## src/rtl/freq_mon_pkg.sv

```systemverilog
// Shared types for the frequency-monitor scheduler: FSM states and the
// round-robin channel search helper.
package freq_mon_pkg;

  localparam int MAX_CH = 32;

  typedef enum logic [2:0] {
    IDLE, SELECT, SETTLE, START, MEASURE, RESULT, NEXT
  } state_t;

  typedef struct packed {
    logic       found;
    logic [4:0] idx;
  } ch_pick_t;

  // Lowest set mask bit strictly above cur; cur = -1 finds the lowest bit.
  function automatic ch_pick_t next_ch(input logic [MAX_CH-1:0] mask, input int cur);
    ch_pick_t r;
    r = '0;
    for (int i = MAX_CH - 1; i >= 0; i--) begin
      if (mask[i] && i > cur) begin
        r.found = 1'b1;
        r.idx   = 5'(i);
      end
    end
    return r;
  endfunction

endpackage

```

## src/rtl/freq_monitor_sched_if.sv

```systemverilog
// Scheduler <-> shared frequency comparator link: mux select, comparator
// control and the comparator's result/completion.
interface freq_monitor_sched_if #(
  parameter int NUM_CH     = 4,
  parameter int DATA_WIDTH = 32
);
  logic [$clog2(NUM_CH)-1:0] ch_sel;
  logic                      cmp_reset;
  logic                      cmp_enable;
  logic [DATA_WIDTH-1:0]     cmp_timeout_value;
  logic                      cmp_ge;
  logic                      cmp_done;

  modport master (output ch_sel, cmp_reset, cmp_enable, cmp_timeout_value,
                  input  cmp_ge, cmp_done);
  modport slave  (input  ch_sel, cmp_reset, cmp_enable, cmp_timeout_value,
                  output cmp_ge, cmp_done);
endinterface

```

## src/rtl/freq_mon_debounce.sv

```systemverilog
// One channel's consecutive-fail counter plus sticky fail/dead flags.
// FREQ_MON_SCHED_IRQ_EN adds a rise output marking a flag's 0->1 event.
module freq_mon_debounce #(
  parameter int FAIL_THRESH = 3
) (
  input  logic clk,
  input  logic reset_n,
  input  logic fail_ev,
  input  logic pass_ev,
  input  logic dead_ev,
  input  logic clear,
  output logic fail,
  output logic dead
`ifdef FREQ_MON_SCHED_IRQ_EN
  , output logic rise
`endif
);
  localparam int CW = $clog2(FAIL_THRESH + 1);

  logic [CW-1:0] cnt, cnt_inc;
  logic          fail_set;

  assign cnt_inc  = (cnt == CW'(FAIL_THRESH)) ? cnt : cnt + 1'b1;
  // Judged on the pre-clear count so a coincident clear cannot mask a set.
  assign fail_set = fail_ev && (cnt_inc == CW'(FAIL_THRESH));

  always_ff @(posedge clk or negedge reset_n) begin
    if (!reset_n) begin
      cnt  <= '0;
      fail <= 1'b0;
      dead <= 1'b0;
    end else begin
      if (fail_ev)               cnt <= clear ? CW'(1) : cnt_inc;
      else if (pass_ev || clear) cnt <= '0;
      if (fail_set)   fail <= 1'b1;
      else if (clear) fail <= 1'b0;
      if (dead_ev)    dead <= 1'b1;
      else if (clear) dead <= 1'b0;
    end
  end

`ifdef FREQ_MON_SCHED_IRQ_EN
  assign rise = (fail_set && (!fail || clear)) || (dead_ev && (!dead || clear));
`endif
endmodule

```

## src/rtl/freq_monitor_sched.sv

```systemverilog
// Round-robin scheduler sharing one frequency comparator across NUM_CH clocks.
// Optional FREQ_MON_SCHED_IRQ_EN adds a sticky irq on any new fail/dead flag.
module freq_monitor_sched
  import freq_mon_pkg::*;
#(
  parameter int NUM_CH        = 4,
  parameter int DATA_WIDTH    = 32,
  parameter int SETTLE_CYCLES = 16,
  parameter int WDOG_WIDTH    = 24,
  parameter int FAIL_THRESH   = 3,
  parameter int MIN_WINDOW    = 16
) (
  input  logic                  clk,
  input  logic                  reset_n,
  input  logic                  run,
  input  logic [NUM_CH-1:0]     ch_mask,
  input  logic [DATA_WIDTH-1:0] window,
  input  logic [WDOG_WIDTH-1:0] wdog_limit,
  input  logic [NUM_CH-1:0]     fail_clear,
  freq_monitor_sched_if.master  cmp,
  output logic [NUM_CH-1:0]     ch_fail,
  output logic [NUM_CH-1:0]     ch_dead,
  output logic                  sweep_done,
  output logic                  busy
`ifdef FREQ_MON_SCHED_IRQ_EN
  , output logic                irq
  , input  logic                irq_clear
`endif
);
  localparam int SEL_W = $clog2(NUM_CH);
  localparam int SW    = $clog2(SETTLE_CYCLES + 1);

  state_t                state;
  logic [SEL_W-1:0]      sel;
  logic [SW-1:0]         settle;
  logic [WDOG_WIDTH-1:0] wdog;
  logic                  rst_q, en_q;
  logic [DATA_WIDTH-1:0] tv_q;
  logic [MAX_CH-1:0]     mask_ext;
  ch_pick_t              first, nxt;
  logic                  rec, wdog_hit;

  always_comb begin
    mask_ext               = '0;
    mask_ext[NUM_CH-1:0]   = ch_mask;
    first                  = next_ch(mask_ext, -1);
    nxt                    = next_ch(mask_ext, int'(sel));
  end

  // Flag events are suppressed when run drops, matching the abort to IDLE.
  assign rec      = (state == RESULT) && run;
  assign wdog_hit = (state == MEASURE) && run && !cmp.cmp_done && (wdog == wdog_limit);

  assign cmp.ch_sel            = sel;
  assign cmp.cmp_reset         = rst_q;
  assign cmp.cmp_enable        = en_q;
  assign cmp.cmp_timeout_value = tv_q;

  always_ff @(posedge clk or negedge reset_n) begin
    if (!reset_n) begin
      state      <= IDLE;
      sel        <= '0;
      settle     <= '0;
      wdog       <= '0;
      rst_q      <= 1'b1;
      en_q       <= 1'b0;
      tv_q       <= '0;
      sweep_done <= 1'b0;
      busy       <= 1'b0;
    end else begin
      en_q       <= 1'b0;
      sweep_done <= 1'b0;
      if (state != IDLE && !run) begin
        state <= IDLE;
        rst_q <= 1'b1;
        busy  <= 1'b0;
      end else begin
        case (state)
          IDLE: begin
            rst_q <= 1'b1;
            if (run && first.found) begin
              sel   <= SEL_W'(first.idx);
              state <= SELECT;
              busy  <= 1'b1;
            end
          end
          SELECT: begin
            settle <= SW'(SETTLE_CYCLES - 1);
            state  <= SETTLE;
          end
          SETTLE: begin
            if (settle == '0) begin
              state <= START;
              rst_q <= 1'b0;
              en_q  <= 1'b1;
            end else begin
              settle <= settle - 1'b1;
            end
          end
          START: begin
            tv_q  <= (window < DATA_WIDTH'(MIN_WINDOW)) ? DATA_WIDTH'(MIN_WINDOW) : window;
            wdog  <= '0;
            state <= MEASURE;
          end
          MEASURE: begin
            wdog <= wdog + 1'b1;
            if (cmp.cmp_done) begin
              state <= RESULT;
            end else if (wdog == wdog_limit) begin
              state <= NEXT;
              rst_q <= 1'b1;
            end
          end
          RESULT: begin
            state <= NEXT;
            rst_q <= 1'b1;
          end
          NEXT: begin
            if (nxt.found) begin
              sel   <= SEL_W'(nxt.idx);
              state <= SELECT;
            end else begin
              sweep_done <= 1'b1;
              if (first.found) begin
                sel   <= SEL_W'(first.idx);
                state <= SELECT;
              end else begin
                state <= IDLE;
                busy  <= 1'b0;
              end
            end
          end
          default: state <= IDLE;
        endcase
      end
    end
  end

`ifdef FREQ_MON_SCHED_IRQ_EN
  logic [NUM_CH-1:0] rise;
  logic              rise_q;
`endif

  for (genvar i = 0; i < NUM_CH; i++) begin : g_ch
    logic hit;
    assign hit = (sel == SEL_W'(i));
    freq_mon_debounce #(.FAIL_THRESH(FAIL_THRESH)) u_db (
      .clk     (clk),
      .reset_n (reset_n),
      .fail_ev (rec && hit && cmp.cmp_ge),
      .pass_ev (rec && hit && !cmp.cmp_ge),
      .dead_ev (wdog_hit && hit),
      .clear   (fail_clear[i]),
      .fail    (ch_fail[i]),
      .dead    (ch_dead[i])
`ifdef FREQ_MON_SCHED_IRQ_EN
      , .rise  (rise[i])
`endif
    );
  end

`ifdef FREQ_MON_SCHED_IRQ_EN
  always_ff @(posedge clk or negedge reset_n) begin
    if (!reset_n) begin
      rise_q <= 1'b0;
      irq    <= 1'b0;
    end else begin
      rise_q <= |rise;
      if (rise_q)         irq <= 1'b1;
      else if (irq_clear) irq <= 1'b0;
    end
  end
`endif
endmodule

```

## src/flat_wrapper.sv

```systemverilog
// flat-port wrapper written by rule: the top's interface ports become plain ports
module freq_monitor_sched_flat import freq_mon_pkg::*;
#(
  parameter int NUM_CH        = 4,
  parameter int DATA_WIDTH    = 32,
  parameter int SETTLE_CYCLES = 16,
  parameter int WDOG_WIDTH    = 24,
  parameter int FAIL_THRESH   = 3,
  parameter int MIN_WINDOW    = 16
)
  (clk, reset_n, run, ch_mask, window, wdog_limit, fail_clear, ch_fail, ch_dead, sweep_done, busy, cmp_ch_sel, cmp_cmp_reset, cmp_cmp_enable, cmp_cmp_timeout_value, cmp_cmp_ge, cmp_cmp_done);
  freq_monitor_sched_if #(.NUM_CH(NUM_CH), .DATA_WIDTH(DATA_WIDTH)) cmp_i ();
  input  logic clk;
  input  logic reset_n;
  input  logic run;
  input  logic [NUM_CH-1:0] ch_mask;
  input  logic [DATA_WIDTH-1:0] window;
  input  logic [WDOG_WIDTH-1:0] wdog_limit;
  input  logic [NUM_CH-1:0] fail_clear;
  output logic [NUM_CH-1:0] ch_fail;
  output logic [NUM_CH-1:0] ch_dead;
  output logic sweep_done;
  output logic busy;
  output wire logic [$bits(cmp_i.ch_sel)-1:0] cmp_ch_sel;
  output wire logic [$bits(cmp_i.cmp_reset)-1:0] cmp_cmp_reset;
  output wire logic [$bits(cmp_i.cmp_enable)-1:0] cmp_cmp_enable;
  output wire logic [$bits(cmp_i.cmp_timeout_value)-1:0] cmp_cmp_timeout_value;
  input wire logic [$bits(cmp_i.cmp_ge)-1:0] cmp_cmp_ge;
  input wire logic [$bits(cmp_i.cmp_done)-1:0] cmp_cmp_done;
  assign cmp_ch_sel = cmp_i.ch_sel;
  assign cmp_cmp_reset = cmp_i.cmp_reset;
  assign cmp_cmp_enable = cmp_i.cmp_enable;
  assign cmp_cmp_timeout_value = cmp_i.cmp_timeout_value;
  assign cmp_i.cmp_ge = cmp_cmp_ge;
  assign cmp_i.cmp_done = cmp_cmp_done;
  freq_monitor_sched #(.NUM_CH(NUM_CH), .DATA_WIDTH(DATA_WIDTH), .SETTLE_CYCLES(SETTLE_CYCLES), .WDOG_WIDTH(WDOG_WIDTH), .FAIL_THRESH(FAIL_THRESH), .MIN_WINDOW(MIN_WINDOW)) u_core (.clk(clk), .reset_n(reset_n), .run(run), .ch_mask(ch_mask), .window(window), .wdog_limit(wdog_limit), .fail_clear(fail_clear), .cmp(cmp_i), .ch_fail(ch_fail), .ch_dead(ch_dead), .sweep_done(sweep_done), .busy(busy));
endmodule
```

## config.mk

```make
export PLATFORM = sky130hd
export DESIGN_NAME = freq_monitor_sched_flat
export DESIGN_NICKNAME = d
export VERILOG_FILES = /design/src/rtl/freq_mon_pkg.sv /design/src/rtl/freq_monitor_sched_if.sv /design/src/rtl/freq_mon_debounce.sv /design/src/rtl/freq_monitor_sched.sv /design/src/flat_wrapper.sv
export SDC_FILE = /design/constraint.sdc
export NUM_CORES = 1
export LEC_CHECK = 0
export CORE_AREA = 2 2 111 113
export CTS_CLUSTER_DIAMETER = 40
export DETAILED_ROUTE_END_ITERATION = 10
export DIE_AREA = 0 0 113 115
export DONT_BUFFER_PORTS = 1
export GPL_TIMING_DRIVEN = 0
export PLACE_DENSITY = 0.56
export SLEW_MARGIN = 40
export SYNTH_ARGS = -nofsm -noshare
export SYNTH_HDL_FRONTEND = slang
export SYNTH_HIERARCHICAL = 1
export SYNTH_SLANG_ARGS = --single-unit
```

## constraint.sdc

```tcl
create_clock -name clk -period 1.8 [get_ports clk]
set_input_delay 0.36 -clock clk [delete_from_list [all_inputs] [get_ports clk]]
set_output_delay 0.36 -clock clk [all_outputs]
set_load 0.02 [all_outputs]
```

# Yosys cells after proc, flatten, opt, wreduce, memory -nomap -nowiden
# Index checks and enable logic that the tools add are counted.
# W data, S select, Z words.
op_classes:
  muxes: 67
  addsub: 6
  bitwise_logic: 1
  magnitude_cmp: 4
  eq_ne: 28
  n_reduce_logical: 65
op_table:
  columns: ["cell", "n"]
  rows:
  - ["$pmux W24 S2", 1]
  - ["$mux W6", 7]
  - ["$mux W2", 19]
  - ["$lt A32 B5 Y1 const B", 1]
  - ["$mux W32", 1]
  - ["$reduce_bool A2 Y1", 15]
  - ["$logic_and A1 B1 Y1", 29]
  - ["$mux W1", 27]
  - ["$add A24 B1 Y24 const B", 1]
  - ["$eq A24 B24 Y1", 1]
  - ["$pmux W3 S7", 1]
  - ["$eq A2 B2 Y1 const B", 10]
  - ["$mux W3", 6]
  - ["$ne A3 B3 Y1 const B", 4]
  - ["$reduce_and A4 Y1", 3]
  - ["$pmux W5 S2", 1]
  - ["$eq A3 B3 Y1 const B", 3]
  - ["$ne A3 B1 Y1 const B", 3]
  - ["$add A2 B1 Y2 const B", 4]
  - ["$eq A3 B2 Y1 const B", 2]
  - ["$reduce_and A3 Y1", 2]
  - ["$reduce_bool A3 Y1", 2]
  - ["$logic_not A5 Y1", 1]
  - ["$mux W5", 1]
  - ["19 further kinds", 26]
totals:
  inputBits: 69
  regBits: 86
  word_cells: 192

# Depth between registers and ports, before layout
# Gate-level depths: netlist of run 1.
logic_depth:
  word_depth: 8
  depth_mapped: 7

# Modules after synthesis
# Netlist of run 1, hierarchy kept.
modules_own_cells:
  columns: ["mod", "cells_each", "area_per_inst_um2", "instances"]
  rows:
  - ["freq_monitor_sched", 453, 3896.2, 1]
  - ["freq_mon_debounce", 14, 173.9, 4]

# Worst setup path after synthesis of run 1
# No wires, ideal clock.
synth_path:
  kind: "flip-flop to flip-flop"
  startpoint: "register u_core.settle[0]"
  endpoint: "register u_core.settle[3]"
  t_required_ns: 1.669
  synth_period_minus_slack_ns: 2.003
  path_slack_ns: -0.203
  n_path_buf: 1
  path_stages_with_launch: 8
  arrival_ns: 1.872
  path_cell_list: "dfrtp_1 inv_1 ha_1 or4b_1 clkbuf_1 a21oi_1 nor4_1 or3_1"
synth_via:
  elab_chain_len: 3
  word_cells_on_any_way: 6
  cone_classes: "1 x add/sub; 1 x eq/ne; 2 x mux; 2 x reduce/logical"
synth_rtl:
  columns: ["item", "line_no", "rtl"]
  rows:
  - ["from (decl)", "freq_monitor_sched.sv:35", "logic [SW-1:0] settle;"]
  - ["from (signal assigned)", "freq_monitor_sched.sv:88", "settle <= SW'(SETTLE_CYCLES - 1);"]
  - ["from (signal assigned)", "freq_monitor_sched.sv:97", "settle <= settle - 1'b1;"]
  - ["$sub A5 B1 Y5 / $logic_not A5 Y1 (equally long branches)", "freq_monitor_sched.sv:97, freq_monitor_sched.sv:92", null]
  - ["$mux W5 / $ne A2 B2 Y1 (equally long branches)", null, null]
  - ["$pmux W5 S2 / $reduce_and A3 Y1 (equally long branches)", null, null]
# Parallel ways exist; a longest one is shown, timed or not. The select of a mux whose other input is x is not followed.
# A chain may end at the register's enable or synchronous reset.

# Worst setup path in the final report of run 1
layout_path:
  startpoint: "register u_core.state[1]"
  endpoint: "register u_core.wdog[9]"
layout_via:
  elab_chain_len: 4
  word_cells_on_any_way: 8
  cone_classes: "2 x eq/ne; 1 x mux; 1 x bitwise; 4 x reduce/logical"
layout_rtl:
  columns: ["item", "line_no", "rtl"]
  rows:
  - ["from (decl)", "freq_monitor_sched.sv:33", "state_t state;"]
  - ["from (signal assigned)", "freq_monitor_sched.sv:61", "state <= IDLE;"]
  - ["from (signal assigned)", "freq_monitor_sched.sv:74", "state <= IDLE;"]
  - ["from (signal assigned)", "freq_monitor_sched.sv:83", "state <= SELECT;"]
  - ["branches (longest 4 deep; another with $eq A3 B2 Y1)", null, null]
  - ["to (signal assigned)", "freq_monitor_sched.sv:106", "wdog <= wdog + 1'b1;"]
  - ["to (decl)", "freq_monitor_sched.sv:36", "logic [WDOG_WIDTH-1:0] wdog;"]
# Parallel ways; which one is timed is not known.

==> key figures, run 1 <==
Finish
  – Fillers: 1076
  – Most common cell after layout, fill and taps aside: nand2_1
  – Share of cells above drive strength 1: 30.1%
  – Multi-input logic area: approximately 2700 sq um
  – Layout Nets: 625
  – Most frequent cells in the layout: 108 x nand2_1, 79 x dfrtp_1, 31 x buf_4, 27 x a21oi_1, 24 x xor2_1
  – Number of diodes: 0
  – Area Overhead vs Synth: 27.4%
  – Reg area: ~2200 sq um

Placed design
  – Final RePlAce weighted congestion: 0.815
  – PortBufs: 0
  – HPWL Detailed: 8510 microns
  – DP Worst Slack: -443 ps

Route
  – Wirelength, routed: around 13000 microns
  – First DRT Iteration DRCs: between 200 and 300
  – DR vias/cell: 5.65
  – Post-route ant nets: 0
  – Detailed Routing Iterations Pass 1: 7
  – Drt drc: 7
  – Drt wl/cell: roughly 18 microns
  – Vias: 3980

Global routing
  – Initial antenna violation count: 0
  – First-pass GRT wire length: around 20000 microns
  – Largest net degree at the start of global routing: 87
  – Congestion Overflow GR: 0
  – Gr usage total: 19.3%
  – Vias in the first global route: 4000

Setup path
  – Critical Path Fanout Max: 6
  – Reg2Reg Setup Slack: -200 ps
  – Reg2reg start: u_core/state[1]
  – Crit. End Element: flip-flop
  – CP startpoint kind: flip-flop
  – WS Path Type: flip-flop to flip-flop
  – FF-to-FF path depth: 5
  – Setup crit end: u_core/wdog[9]
  – Max incr delay on CP: between 400 and 500 ps
  – Worst EP required: between 2000 and 2500 ps
  – Crit path cell chain: or3b_4 > a211o_4 > buf_8 > or4_4 > a21oi_2
  – Critical path arrival: 2270 ps
  – Worst R2R End: u_core/wdog[9]
  – Worst Setup SP: u_core/state[1]
  – CP max-delay cell: dfrtp_1

Yosys
  – Flops & latches, synth: 86
  – Synth area leaders: dfrtp_1 46%, nand2_1 8.9%, xor2_1 4.6%, a21oi_1 4.1%, nor4_1 3.0%
  – Post-synth top area share: a little under half
  – Net count after synthesis: 581
  – Number of enable flip-flop cells after synthesis: 0
  – Cells after Synth: 509
  – Register area share after synthesis: 46.9%
  – Mapped Area: approximately 4600 sq um
  – Synthesized area per cell: 9.02 sq um
  – Yosys top cell by area: dfrtp_1
  – Synth Flop Type: dfrtp_1
  – Ys async rst share: 100%
  – Post-synth cell types: just under 60
  – Synth Warn #: 6

Die
  – I/O pin cnt: between 100 and 150
  – Die Wd: 113 microns
  – Starting Density: 38.9%
  – Die height: 115 microns
  – Core Region: 11800 sq um
  – Die area: approximately 13000 sq um
  – Row cnt: 40

Power and ir drop
  – Flop pwr share: slightly above 50%
  – Clock power frac: 28.8%
  – Tot Pwr: about 6 mW
  – Pint: 3.82 mW
  – VDD IR max: 0.000884 V
  – Pwr/cell area: 1020 nW/um^2
  – Leak: between 2 and 3 nW
  – Switch Pwr: roughly 2.2 mW
  – Comb pwr share: between 10% and 20%
  – Net Sw Frac: 36.4%

Clock tree
  – Worst skew pair latency: 340 ps
  – CTS max path bufs: 2
  – TritonCTS clock tree: yes
  – CTS Buf Count: 9
  – Clock sinks: 86
  – Clock transition at path regs: 60 ps
  – Clk Tree Root Cell: clkbuf_16
  – H-tree depth: 3

STA
  – Slew @ Worst Pin: 843 ps
  – RSZ-0062 raised after global routing: true
  – Crit share post-route: 111%
  – Final Hold Fails: 86
  – Final setup vio count: 20
  – Final WS setup: -200 ps
  – Fin crit period: 2000 ps
  – Fin. max-slew vios: 0
  – Setup TNS: -2440 ps
  – Hold WS: -291 ps
  – Worst Skew: 6.59 ps
  – Peak Freq: 500 MHz
  – Slew headroom: 43.3%

Outcome
  – Failing checks: design-rule violations, negative hold slack, negative setup slack
  – Outcome: finished, violations left

Flow run
  – Max Cap Violations: 0

Hold path
  – Worst hold path type: primary input to async pin
## power groups by stage
stage | combinational, mW | clock (mW) | sequential [mW]
2_1_floorplan | 0.721 | 0 | 3.00
3_3_place_gp | 0.841 | 0 | 3.11
3_5_place_dp | 0.878 | 0 | 3.10
4_1_cts | 1.03 | 1.77 | 3.08
5_1_grt | 1.33 | 1.87 | 3.14
6_report | 1.19 | 1.73 | 3.08
## how the worst min path moves through the flow
stage                 start               to  slack (ps)  depth (start not counted)
floorplan           reset_n      u_core/busy          60                          0
global placement    reset_n  u_core/wdog[21]          70                          0
detailed placement  reset_n  u_core/wdog[22]          70                          0
CTS                 reset_n   u_core/wdog[0]        -300                          0
global route        reset_n   u_core/wdog[0]        -310                          0
finish              reset_n  u_core/wdog[21]        -290                          0
## synth_stat cells (3+ instances only)
| cell | instances |
|---|---|
| and4_1 | 3 |
| o31ai_2 | 4 |
| nand3_1 | 12 |
| a21oi_1 | 38 |
| nand4_1 | 10 |
| o31ai_1 | 13 |
| o211ai_1 | 4 |
| nor3_1 | 4 |
| inv_1 | 17 |
| a22o_2 | 4 |
| a21o_1 | 4 |
| nand2_1 | 109 |
| or4_1 | 14 |
| nor3b_1 | 3 |
| dfrtp_1 | 85 |
| xnor2_1 | 3 |
| o21ai_1 | 13 |
| o21ai_2 | 4 |
| or3_1 | 8 |
| nand2b_4 | 4 |
| nor2b_1 | 5 |
| clkbuf_1 | 23 |
| nand2b_1 | 10 |
| nor2_1 | 24 |
| xor2_1 | 24 |
| ha_1 | 3 |
| mux2i_1 | 4 |
| nor4_1 | 22 |
## flip-flops by register name (all words and copies together), names as in the netlist
name                          flops
u_core/state                      3
u_core/cmp.cmp_enable             1
u_core/g_ch.u_db/cnt              8
u_core/busy                       1
u_core/settle                     5
u_core/cmp.cmp_timeout_value     32
u_core/sweep_done                 1
u_core/cmp.cmp_reset              1
u_core/cmp.ch_sel                 2
u_core/g_ch.u_db/fail             4
u_core/g_ch.u_db/dead             4
u_core/wdog                      24
## what timing repair did
action / CTS / global route
resized for setup: 68 / 65
endpoints found under the hold margin: 86 / 86
pin swaps: 25 / 28
gates cloned: 0 / 0
setup endpoints to repair: 78 / 75
setup buffers: 29 / 10
## logic make-up (layout without fill, tap and decap cells)
kind of cell,count (synthesis),after routing,share of synthesized area (%)
muxes,5,5,1.12
and+or+nand+nor,239,239,26.7
xor gates and xnor gates,27,27,5.15
adders and majority gates,3,3,0.818
AOI/OAI and AO/OA,104,104,15.4
DFF,86,86,46.9
buffers and inverters,45,94,3.90
## final cells by class
class / count / share of cell area [%]
buffer: 22 / 2.74
multi-input combinational: 378 / 45.9
tap: 147 / 3.14
sequential: 86 / 36.9
inverter: 19 / 1.22
timing repair buffer: 37 / 5.43
clock inverter: 3 / 0.342
clock buffer: 13 / 4.28
## worst max-delay path, delay by kind of cell (launching register included)
kind	cells	cell delay (ps)
simple gates	2	850
compound gates	2	510
flops	1	430
buf+inv	1	150
## layer usage
| layer | vias to the layer above | track usage, % | wire (microns) |
|---|---|---|---|
| met2 | 117 | 32.4 | 6540 |
| li1 | 1899 | - | - |
| met4 | 0 | 7.07 | 112 |
| met5 | - | 0 | 0 |
| met1 | 1953 | 23.5 | 5420 |
| met3 | 11 | 5.90 | 926 |
## metrics by stage
step | std cells | utilization, % | hold WS (ps) | area (sq um)
CTS | 698 | 47.0 | -299 | 5550
detailed placement | 656 | 40.7 | 68.1 | 4810
floorplan | 509 | - | 64.4 | 4620
global placement | 656 | 40.7 | 67.7 | 4810
global route | 705 | 49.5 | -306 | 5850
finish | 705 | 49.5 | -291 | 5850
Power figures use the tool's default switching activity.
==> run 2: changes to the inputs <==
--- a/config.mk
+++ b/config.mk
@@ -10,7 +10,7 @@
 export DETAILED_ROUTE_END_ITERATION = 10
 export DIE_AREA = 0 0 113 115
 export DONT_BUFFER_PORTS = 1
-export GPL_TIMING_DRIVEN = 0
+export GPL_TIMING_DRIVEN = 1
 export PLACE_DENSITY = 0.56
 export SLEW_MARGIN = 40
 export SYNTH_ARGS = -nofsm -noshare
==> key figures, run 2 (same netlist as run 1, synthesis figures left out) <==
Clock tree
  – CTS max path bufs: 2
  – Worst skew pair latency: 330 ps
  – H-tree depth: 3
  – CTS Buf Count: 9
  – Clock transition at path regs: 60 ps
  – TritonCTS clock tree: yes
  – Clock sinks: 86
  – Clk Tree Root Cell: clkbuf_16

Setup path
  – Critical path arrival: 2160 ps
  – CP max-delay cell: or4_4
  – Worst EP required: 2070 ps
  – Critical Path Fanout Max: 6
  – Reg2Reg Setup Slack: -90 ps
  – WS Path Type: flip-flop to flip-flop
  – Max incr delay on CP: 490 ps
  – Top delay family on crit path: simple AND/OR/NAND/NOR gates
  – Reg2reg start: u_core/state[1]
  – Worst R2R End: u_core/wdog[17]
  – CP startpoint kind: flip-flop
  – CP Buf/Inv Count: 0
  – FF-to-FF path depth: 4
  – Crit path cell chain: or3b_4 > a211o_4 > or4_4 > a21oi_2
  – Crit. End Element: flip-flop

Route
  – DR vias/cell: roughly 5.7
  – Vias: 4120
  – Drt wl/cell: 17.1 microns
  – Detailed Routing Iterations Pass 1: 8
  – First DRT Iteration DRCs: 175
  – Post-route ant nets: 0
  – Wirelength, routed: 12500 microns
  – Drt drc: 7

STA
  – Slew @ Worst Pin: 440 ps
  – Final setup vio count: 9
  – Final WS setup: -94.0 ps
  – Hold WS: -285 ps
  – Fin crit period: 1890 ps
  – Fin. max-slew vios: 0
  – Peak Freq: 528 MHz
  – RSZ-0062 raised after global routing: true
  – Slew headroom: a little over two thirds
  – Setup TNS: -401 ps
  – Final Hold Fails: 86
  – Worst Skew: 5.05 ps
  – Crit share post-route: 105%

Die
  – Core Region: 11800 sq um
  – Die Wd: 113 microns
  – Die area: between 10000 and 15000 sq um
  – Starting Density: about two fifths
  – Die height: 115 microns
  – Row cnt: 40
  – I/O pin cnt: 115

Global routing
  – First-pass GRT wire length: 20000 microns
  – Congestion Overflow GR: 0
  – Initial antenna violation count: 0
  – Largest net degree at the start of global routing: 87
  – Gr usage total: 19.3%
  – Vias in the first global route: 4174

Placed design
  – Final RePlAce weighted congestion: ~0.79
  – DP Worst Slack: -151 ps
  – Placed Area: 5260 sq um
  – PortBufs: 0
  – HPWL Detailed: 8690 microns

Hold path
  – Worst hold path type: primary input to async pin

Finish
  – Max reg flops: 32
  – Design Area, Final: 5890 sq um
  – Layout Nets: 652
  – Share of cells above drive strength 1: 28.5%
  – Area Overhead vs Synth: 28.3%
  – Fillers: 1094
  – Most common cell after layout, fill and taps aside: nand2_1
  – Most frequent cells in the layout: 108 x nand2_1, 80 x dfrtp_1, 75 x buf_4, 31 x a21oi_1, 23 x xor2_1
  – Number of diodes: 0

Flow run
  – Max Cap Violations: 0

Power and ir drop
  – Leak: 2.69 nW
  – Pwr/cell area: 997 nW/um^2
  – VDD IR max: 0.000654 V
  – Tot Pwr: 5.87 mW

Outcome
  – Outcome: finished, violations left
  – Failing checks: design-rule violations, negative hold slack, negative setup slack
## run 2: cell types whose count changed in the layout (fill, tap and decap cells not counted), moves of 6 or more
| cell | before | now |
|---|---|---|
| buf_4 | 31 | 75 |
| clkbuf_1 | 8 | 1 |
| o31ai_1 | 4 | 11 |
| clkbuf_2 | 6 | 0 |
| o31ai_2 | 12 | 6 |
| or4_1 | 6 | 12 |
## run 2: what timing repair did
item                       in CTS  in global routing
pin swaps                       7                 21
setup endpoints to repair      22                 36
gates resized for setup        19                 45
setup buffers                   5                  3
hold endpoints to repair       86                 86
cloned                          2                  0
## run 2: report_power, final
group	switching (mW)	total (mW)	internal, mW
Sequential	0.732	3.06	2.32
Clock	0.729	1.63	0.905
Combinational	0.634	1.18	0.550
## run 2: worst register-to-register path: stages, from the launching register on
cell and delay (ps):
dfrtp_1 410, or3b_4 440, a211o_4 370, or4_4 490, a21oi_2 120
## run 2: worst max-delay path by stage
stage	start	end	slack, ps	cells past startpoint
floorplan	u_core/settle[0]	u_core/settle[3]	-70	7
global placement	u_core/state[0]	u_core/wdog[23]	-90	4
detailed placement	u_core/wdog[2]	u_core/g_ch[1].u_db/dead	-150	7
CTS	u_core/state[0]	u_core/wdog[17]	-100	4
global route	u_core/state[0]	u_core/wdog[17]	-160	4
finish	u_core/state[1]	u_core/wdog[17]	-90	4
## run 2: layout make-up
| cell class | instances | area [sq um] | area share, % |
|---|---|---|---|
| inverters | 19 | 71.3 | 1.21 |
| clock inverters | 3 | 15.0 | 0.255 |
| flip-flops and latches | 86 | 2160 | 36.7 |
| multi-input cells | 380 | 2560 | 43.4 |
| well taps | 147 | 184 | 3.12 |
| clock buffers | 10 | 229 | 3.89 |
| repair buffers | 84 | 673 | 11.4 |
## run 2: routing by layer
layer | part of all wire, % | vias to the layer above | GRT usage (%)
li1 | - | 1953 | -
met4 | 3.5 | 0 | 9.43
met1 | 42 | 2001 | 23.5
met2 | 48 | 141 | 31.2
met5 | 0 | - | 0
met3 | 7.1 | 25 | 5.85
## run 2: per-stage QoR
step	utilization [%]	instances	hold WS, ps
floorplan	-	509	64.4
global placement	44.5	706	67.1
detailed placement	44.5	706	68.0
CTS	47.8	726	-294
global route	49.9	729	-298
finish	49.9	729	-285
